[src/rtl/bpsk_demod.sv]
// Coherent BPSK demodulator: correlates offset-binary samples against an internal sine
// reference over one symbol, slices the sign and packs bits MSB-first into output words.
module bpsk_demod #(
  parameter int unsigned SAMPLE_NUMBER = 256,
  parameter int unsigned SAMPLE_WIDTH  = 12,
  parameter int unsigned DATA_WIDTH    = 12
) (
  input  logic                    clk,
  input  logic                    rst,
  input  logic                    en,
  input  logic [SAMPLE_WIDTH-1:0] signal_in,
  output logic [DATA_WIDTH-1:0]   q
);

  localparam int unsigned CntW = $clog2(SAMPLE_NUMBER);
  localparam int unsigned SelW = (DATA_WIDTH > 1) ? $clog2(DATA_WIDTH) : 1;
  localparam int unsigned AccW = 2 * SAMPLE_WIDTH + CntW + 1;
  localparam int          Mid  = 2 ** (SAMPLE_WIDTH - 1);
  localparam logic [SAMPLE_WIDTH-1:0] MidVec = {1'b1, {(SAMPLE_WIDTH - 1){1'b0}}};

  // Only the first half-period is evaluated; the second half is its exact negation so the
  // reference sums to zero over a period and DC offsets never leak into the correlation.
  function automatic logic signed [SAMPLE_WIDTH-1:0] ref_val(input int k);
    real pi;
    real amp;
    int  kk;
    int  v;
    pi  = 3.14159265358979323846;
    kk  = (k > int'(SAMPLE_NUMBER / 2)) ? int'(SAMPLE_NUMBER) - k : k;
    amp = real'(Mid - 1) * $sin(2.0 * pi * real'(kk) / real'(SAMPLE_NUMBER));
    v   = $rtoi(amp + 0.5);
    if (k > int'(SAMPLE_NUMBER / 2)) v = -v;
    return v[SAMPLE_WIDTH-1:0];
  endfunction

  logic signed [SAMPLE_WIDTH-1:0] rom [SAMPLE_NUMBER];

  for (genvar k = 0; k < int'(SAMPLE_NUMBER); k++) begin : g_rom
    assign rom[k] = ref_val(k);
  end

  logic [CntW-1:0]              sample_cnt_q, sample_cnt_d;
  logic [SelW-1:0]              sel_cnt_q, sel_cnt_d;
  logic signed [AccW-1:0]       acc_q, acc_d;
  logic [DATA_WIDTH-1:0]        shreg_q, shreg_d;
  logic [DATA_WIDTH-1:0]        q_q, q_d;
  logic                         flag_q, flag_d;

  logic signed [SAMPLE_WIDTH-1:0] ref_cur;
  logic signed [SAMPLE_WIDTH:0]   s;
  logic signed [2*SAMPLE_WIDTH:0] prod;
  logic signed [AccW-1:0]         acc_sum;
  logic                           sym_bit;

  logic [SAMPLE_WIDTH-1:0] sel;
  logic [SelW-1:0]         sel_cnt;
  logic                    flag;

  assign ref_cur = rom[sample_cnt_q];
  assign sel     = $unsigned(ref_cur) + MidVec;
  assign s       = $signed({1'b0, signal_in}) - $signed({1'b0, MidVec});
  assign prod    = s * ref_cur;
  assign acc_sum = acc_q + AccW'(prod);
  // A zero correlation counts as non-negative and slices to 1.
  assign sym_bit = ~acc_sum[AccW-1];

  always_comb begin
    sample_cnt_d = sample_cnt_q;
    sel_cnt_d    = sel_cnt_q;
    acc_d        = acc_q;
    shreg_d      = shreg_q;
    q_d          = q_q;
    flag_d       = 1'b0;
    if (en) begin
      sample_cnt_d = sample_cnt_q + CntW'(1);
      acc_d        = acc_sum;
      if (sample_cnt_q == CntW'(SAMPLE_NUMBER - 1)) begin
        acc_d   = '0;
        shreg_d = {shreg_q[DATA_WIDTH-2:0], sym_bit};
        if (sel_cnt_q == SelW'(DATA_WIDTH - 1)) begin
          q_d       = shreg_d;
          flag_d    = 1'b1;
          sel_cnt_d = '0;
        end else begin
          sel_cnt_d = sel_cnt_q + SelW'(1);
        end
      end
    end
  end

  always_ff @(posedge clk or posedge rst) begin
    if (rst) begin
      sample_cnt_q <= '0;
      sel_cnt_q    <= '0;
      acc_q        <= '0;
      shreg_q      <= '0;
      q_q          <= '0;
      flag_q       <= 1'b0;
    end else begin
      sample_cnt_q <= sample_cnt_d;
      sel_cnt_q    <= sel_cnt_d;
      acc_q        <= acc_d;
      shreg_q      <= shreg_d;
      q_q          <= q_d;
      flag_q       <= flag_d;
    end
  end

  assign sel_cnt = sel_cnt_q;
  assign flag    = flag_q;
  assign q       = q_q;

endmodule

[config.mk]
export PLATFORM = sky130hd
export DESIGN_NAME = bpsk_demod
export DESIGN_NICKNAME = d
export VERILOG_FILES = /design/src/rtl/bpsk_demod.sv
export SDC_FILE = /design/constraint.sdc
export NUM_CORES = 1
export LEC_CHECK = 0
export ABC_AREA = 1
export CAP_MARGIN = 15
export CORE_ASPECT_RATIO = 0.5
export CORE_MARGIN = 4
export CORE_UTILIZATION = 30
export DETAILED_ROUTE_END_ITERATION = 12
export PLACE_DENSITY = 0.49
export SKIP_CTS_REPAIR_TIMING = 1
export SYNTH_ARGS = -nofsm -noshare
export SYNTH_HDL_FRONTEND = slang
export SYNTH_SLANG_ARGS = --single-unit
[constraint.sdc]
create_clock -name clk -period 13.9 [get_ports clk]
set_input_delay 1.39 -clock clk [delete_from_list [all_inputs] [get_ports clk]]
set_output_delay 1.39 -clock clk [all_outputs]
set_load 0.02 [all_outputs]
; ---- Yosys cells after proc, flatten, opt, wreduce, memory -nomap -nowiden
; Memory sizes are Yosys's and may differ from the RTL's.
; Index checks and enable logic that the tools add are counted.
[totals]
reg_bits = 68
latch_bits = 0
mem_bits_rw = 0
mem_bits_ro = 3072
wordCells = 22
mem_count = 1
[memory_table]
columns = memory, words, width, read_ports, rd_clocked_by_memory_dff, write_ports, line
row1 = (no name shown), 256, 12, 1, 0, 0, 59  ; assign ref_cur = rom[sample_cnt_q];
[op_classes]
addsub = 4
n_mul = 1
div = 0
magnitude_cmp = 1
n_eq_ne = 2
shifts = 0
muxes = 4
n_bitwise = 2
n_reduce_logical = 2
[op_table]
columns = cell, count
row1 = 33-bit by 25-bit adder with 33-bit output, 1
row2 = 33-bit two-way mux, 1
row3 = 13-bit by 12-bit multiplier with 25-bit output, 1
row4 = 12-bit two-way mux, 2
row5 = 12-bit by 12-bit subtractor with 13-bit output (second input constant), 1
row6 = 9-bit >= comparator (second input constant), 1
row7 = 8-bit inverter with 9-bit output, 1
row8 = 8-bit by 1-bit adder with 8-bit output (second input constant), 1
row9 = 8-bit == test (second input constant), 1
row10 = 4-bit by 1-bit adder with 4-bit output (second input constant), 1
row11 = 4-bit == test (second input constant), 1
row12 = 4-bit two-way mux, 1
row13 = 3-bit AND reduction, 1
row14 = 2-bit AND reduction, 1
row15 = 1-bit inverter, 1

; ---- Longest topological paths before layout
[depth]
depth_word = 7
ltp_mapped = 40

; ---- Worst setup path after synthesis
; Ideal clock, no wire load.
[synth_path]
path_kind = flip-flop to flip-flop
start = reg sample_cnt_q[1]
end = reg acc_q[32]
setup_time_ns = 0.117
arrival_time_ns = 6.833
required_time_ns = 13.783
path_slack_ns = 6.950
stages_incl_launch_ff = 30
period_less_slack_ns = 6.950
path_cell_list = dfrtp_1 > buf_2 > inv_1 > ha_1 > buf_2 > inv_1 > nand2_1 > nand2_1 > nor2_1 > o21ai_0 > nand3_1 > buf_2 > a21oi_1 > fa_1 > fa_1 > fa_1 > fa_1 > fa_1 > ha_1 > ha_1 > nand2_1 > nor2_1 > inv_1 > nor2_1 > and2_1 > nand2_1 > nand3_1 > nand2_1 > nand2_1 > nand2_1
[synth_between]
elab_chain_len = 7
elab_cells_between_ends = 8
classes_between = add/sub (1) / mul (1) / eq/ne (1) / mux (3) / bitwise (1) / memory (1)
[synth_rtl]
columns = item, line
row1 = start: declaration, 42  ; logic [CntW-1:0] sample_cnt_q, sample_cnt_d;
row2 = start signal: assignment, 100  ; sample_cnt_q <= sample_cnt_d;
row3 = 8-bit inverter with 9-bit output (not written as such), 59
row4 = memory 256 x 12 bit, n/a
row5 = 12-bit two-way mux (not written as such) (2 in a row), 59
row6 = 13-bit by 12-bit multiplier with 25-bit output, 62  ; assign prod = s * ref_cur;
row7 = 33-bit by 25-bit adder with 33-bit output, 63  ; assign acc_sum = acc_q + AccW'(prod);
row8 = 33-bit two-way mux (*), 77  ; if (sample_cnt_q == CntW'(SAMPLE_NUMBER - 1)) begin
row9 = end signal: assignment, 95  ; acc_q <= '0;
row10 = end signal: assignment, 102  ; acc_q <= acc_d;
row11 = end: declaration, 44  ; logic signed [AccW-1:0] acc_q, acc_d;
; Mark *: on every way between the ends. The rest lies on a longest branch, timed or not. The select of a mux whose other input is x is not followed.
; A chain may end at the register's enable or synchronous reset.

; ---- Final worst setup path
; Ends and elaborated chain as after synthesis.

==> results.md <==
* Synthesized-area fraction occupied by and/or/nand/nor cells at 26.9%
* Number of inserted filler cells in the final layout at 4,932
* Highest clock rate at 119 MHz
* Max Buffers Root-to-Sink at 2
* Final count of pins violating max slew at 0
* Chip Height at 160 um
* Overall fraction of global-route tracks in use at 20.0%
* Synth-to-layout area growth at 7.84%
* Vias in the first global route at 13,200
* Number of enable flip-flop cells after synthesis at 0
* Critical path class: flop to flop
* Clock tree from TritonCTS: built
* Final weighted congestion in routability-driven placement at 0.966
* Detailed-route wire length at 48,600 um
* Detailed Route Iter0 Violations at 1,032
* Number of antenna violations at the first check in global routing at 0
* Placed Area at 14,600 sq um
* Minimum clock period after layout at 8370 ps
* Via density per instance at 5.05
* CP Data Required Time at 14,150 ps
* Die outline width at 311 um
* Most numerous cell on the critical path: nand2_1
* Post-route DRC at 0
* Maximum number of pins on one net before global-route repair at 69
* Area of the multi-input gates at 10,500 sq um
* Period Utilization, post-route at 60.2%
* Core outline area at 45,300 sq um
* Cell taking the most area after synthesis: fa_1
* Detail Route Antenna Nets at 0
* Estimated wirelength of the detail-placed design at 39,200 um
* Nets@finish at 2,232
* Synth Cell Area at 13,800 sq um
* XOR/XNOR share of the synthesized area at 0.508%
* Design Area, Final at 14,900 sq um
* Area contributors post-synth: fa_1, nand2_1, dfrtp_1
* Total gr overflow at 0
* Crit end category: flop
* Dominant combinational cell family by area after synthesis: adder cells
* Number of H-tree levels at 3
* Ports placed on the boundary at 27
* Max transition margin at 36.5%
* Most frequent cells in the layout: nand2_1, inv_1, fa_1
* Slowest Stage Delay on Critical Path at 750 ps
* Kind of launch point of the worst setup path: flop
* Leading cell type in the layout, fill and taps excluded: nand2_1
* Max-Cap Viols at 0
* WP data arrival at 8620 ps
* Worst hold slack after final layout at 473 ps
* Latest clock arrival within the worst-skew pair at 360 ps
* Share of synthesized area spent on multiplexers at 0%
* Proportion of synthesized chip area in sequential cells at 12.3%
* Diodes inserted at 0
* Number of distinct standard cells referenced by the synthesized netlist at 43
* Adder-cell share of the synthesized area at 38.4%
* Maximum clock skew at final layout at 10.1 ps
* Dominant register cell in the synthesized netlist: dfrtp_1
* DR WL/cell at 19.3 um
* Synthesis warning total at 0
* Synth Net Count at 2,241
* Clock Tree Root: clkbuf_16
* Number of rows in the core area at 55
* Effective utilization at floorplan at 30.4%
* Area enclosed by the die boundary at 49,700 sq um
* Routed via count at 12,700
* TritonCTS buffer count at 9
* Area taken by flip-flops and latches at 1700 sq um
* Slew at the pin closest to its max-slew limit at 953 ps
* Number of sinks on the clock net at 68
* Peak fanout along the critical path at 20
* Unrepaired setup endpoints after global routing: false
* CTS clock-pin slew for the worst setup and hold paths at 70 ps
* Outcome: completed
* #FFs+latches synth at 68
* TNS Setup at 0 ps
* Cells after Synth at 1,923
* Synth async-reset ratio at 100%
* Share of cells above drive strength 1 at 3.18%
* Util after Layout at 32.8%
* Final Hold Vio Count at 0
* Synthesized-area fraction occupied by ao, oa, aoi and oai cells at 10.4%
* Setup violation total in the final timing report at 0
* Wire length of the first global-routing pass at 78,100 um
* Path class of the lowest-slack min-delay path: flop to flop
* Mean post-synth cell area at 7.17 sq um
* Top cell type's share of synthesized area at 29.0%
* Slowest stage cell on the critical path: dfrtp_1
* PortBufs at 26
* Router iterations before antenna repair at 8
[cell families after synthesis]
kind of cell / count (synthesis)
and+or+nand+nor: 888
buffers and inverters: 388
adders and majority gates: 303
AOI/OAI and AO/OA: 268
DFF: 68
xor gates and xnor gates: 8
[routing by layer]
| metal | global-route usage (%) | vias to the layer above | wire length [um] |
|---|---|---|---|
| met3 | 2.77 | 117 | 3070 |
| met1 | 27.4 | 6071 | 21700 |
| met4 | 8.39 | 0 | 2150 |
| met2 | 32.0 | 516 | 21700 |
| met5 | 0 | - | 0 |
| li1 | - | 6009 | - |
[area by class of cell]
cell class / count / share of cell area (%)
Clock buffer: 9 / 1.51
Clock inverter: 7 / 0.555
Inverter: 329 / 8.34
Multi-Input combinational cell: 1467 / 70.7
Sequential cell: 68 / 11.5
Tap cell: 598 / 5.03
Timing Repair Buffer: 39 / 2.41
[state kept, by name (all words and copies together) (netlist names)]
name and flops:
acc_q 33, q 12, shreg_q 11, sample_cnt_q 8, sel_cnt 4
[per-stage QoR]
| stage | cells | setup slack, ps |
|---|---|---|
| 2_1_floorplan | 1923 | 6950 |
| 3_3_place_gp | 2500 | 5620 |
| 3_5_place_dp | 2501 | 5700 |
| 4_1_cts | 2517 | 5690 |
| 5_1_grt | 2517 | 4970 |
| 6_report | 2517 | 5530 |
[cell usage after synthesis (all sizes together) (4+ instances only)]
library cell,n
clkinv,4
o21bai,7
and2,5
a21oi,134
o211ai,5
xor2,7
nand3,153
ha,103
nor3,9
inv,325
clkbuf,10
a31oi,9
nand2,521
nor2,166
nand3b,5
or2,5
o21ai,98
dfrtp,68
nand4,21
o22ai,5
buf,49
fa,200
[worst max-delay path: cells and delay by family (launching register included)]
family	cells	cell delay (ps)
DFF	1	750
buffers and inverters	6	880
AOI/OAI and AO/OA	1	400
and+or+nand+nor	17	2490
adders and majority gates	8	3680
[path summary, 6_finish.rpt]
check / slack (ps) / cells after the start / end / from
min: 470 / 2 / shreg_q[8] / shreg_q[7]
max: 5530 / 32 / acc_q[32] / sample_cnt_q[1]
max in group asynchronous: 11610 / 3 / sample_cnt_q[3] / rst
max reg2reg: 5530 / 32 / acc_q[32] / sample_cnt_q[1]
min in group asynchronous: 1640 / 3 / acc_q[4] / rst
min reg2reg: 470 / 2 / shreg_q[8] / shreg_q[7]
Power is left out: the tool's default activity adds up to more than one toggle a clock period on the data nets, which glitch-free logic cannot reach.
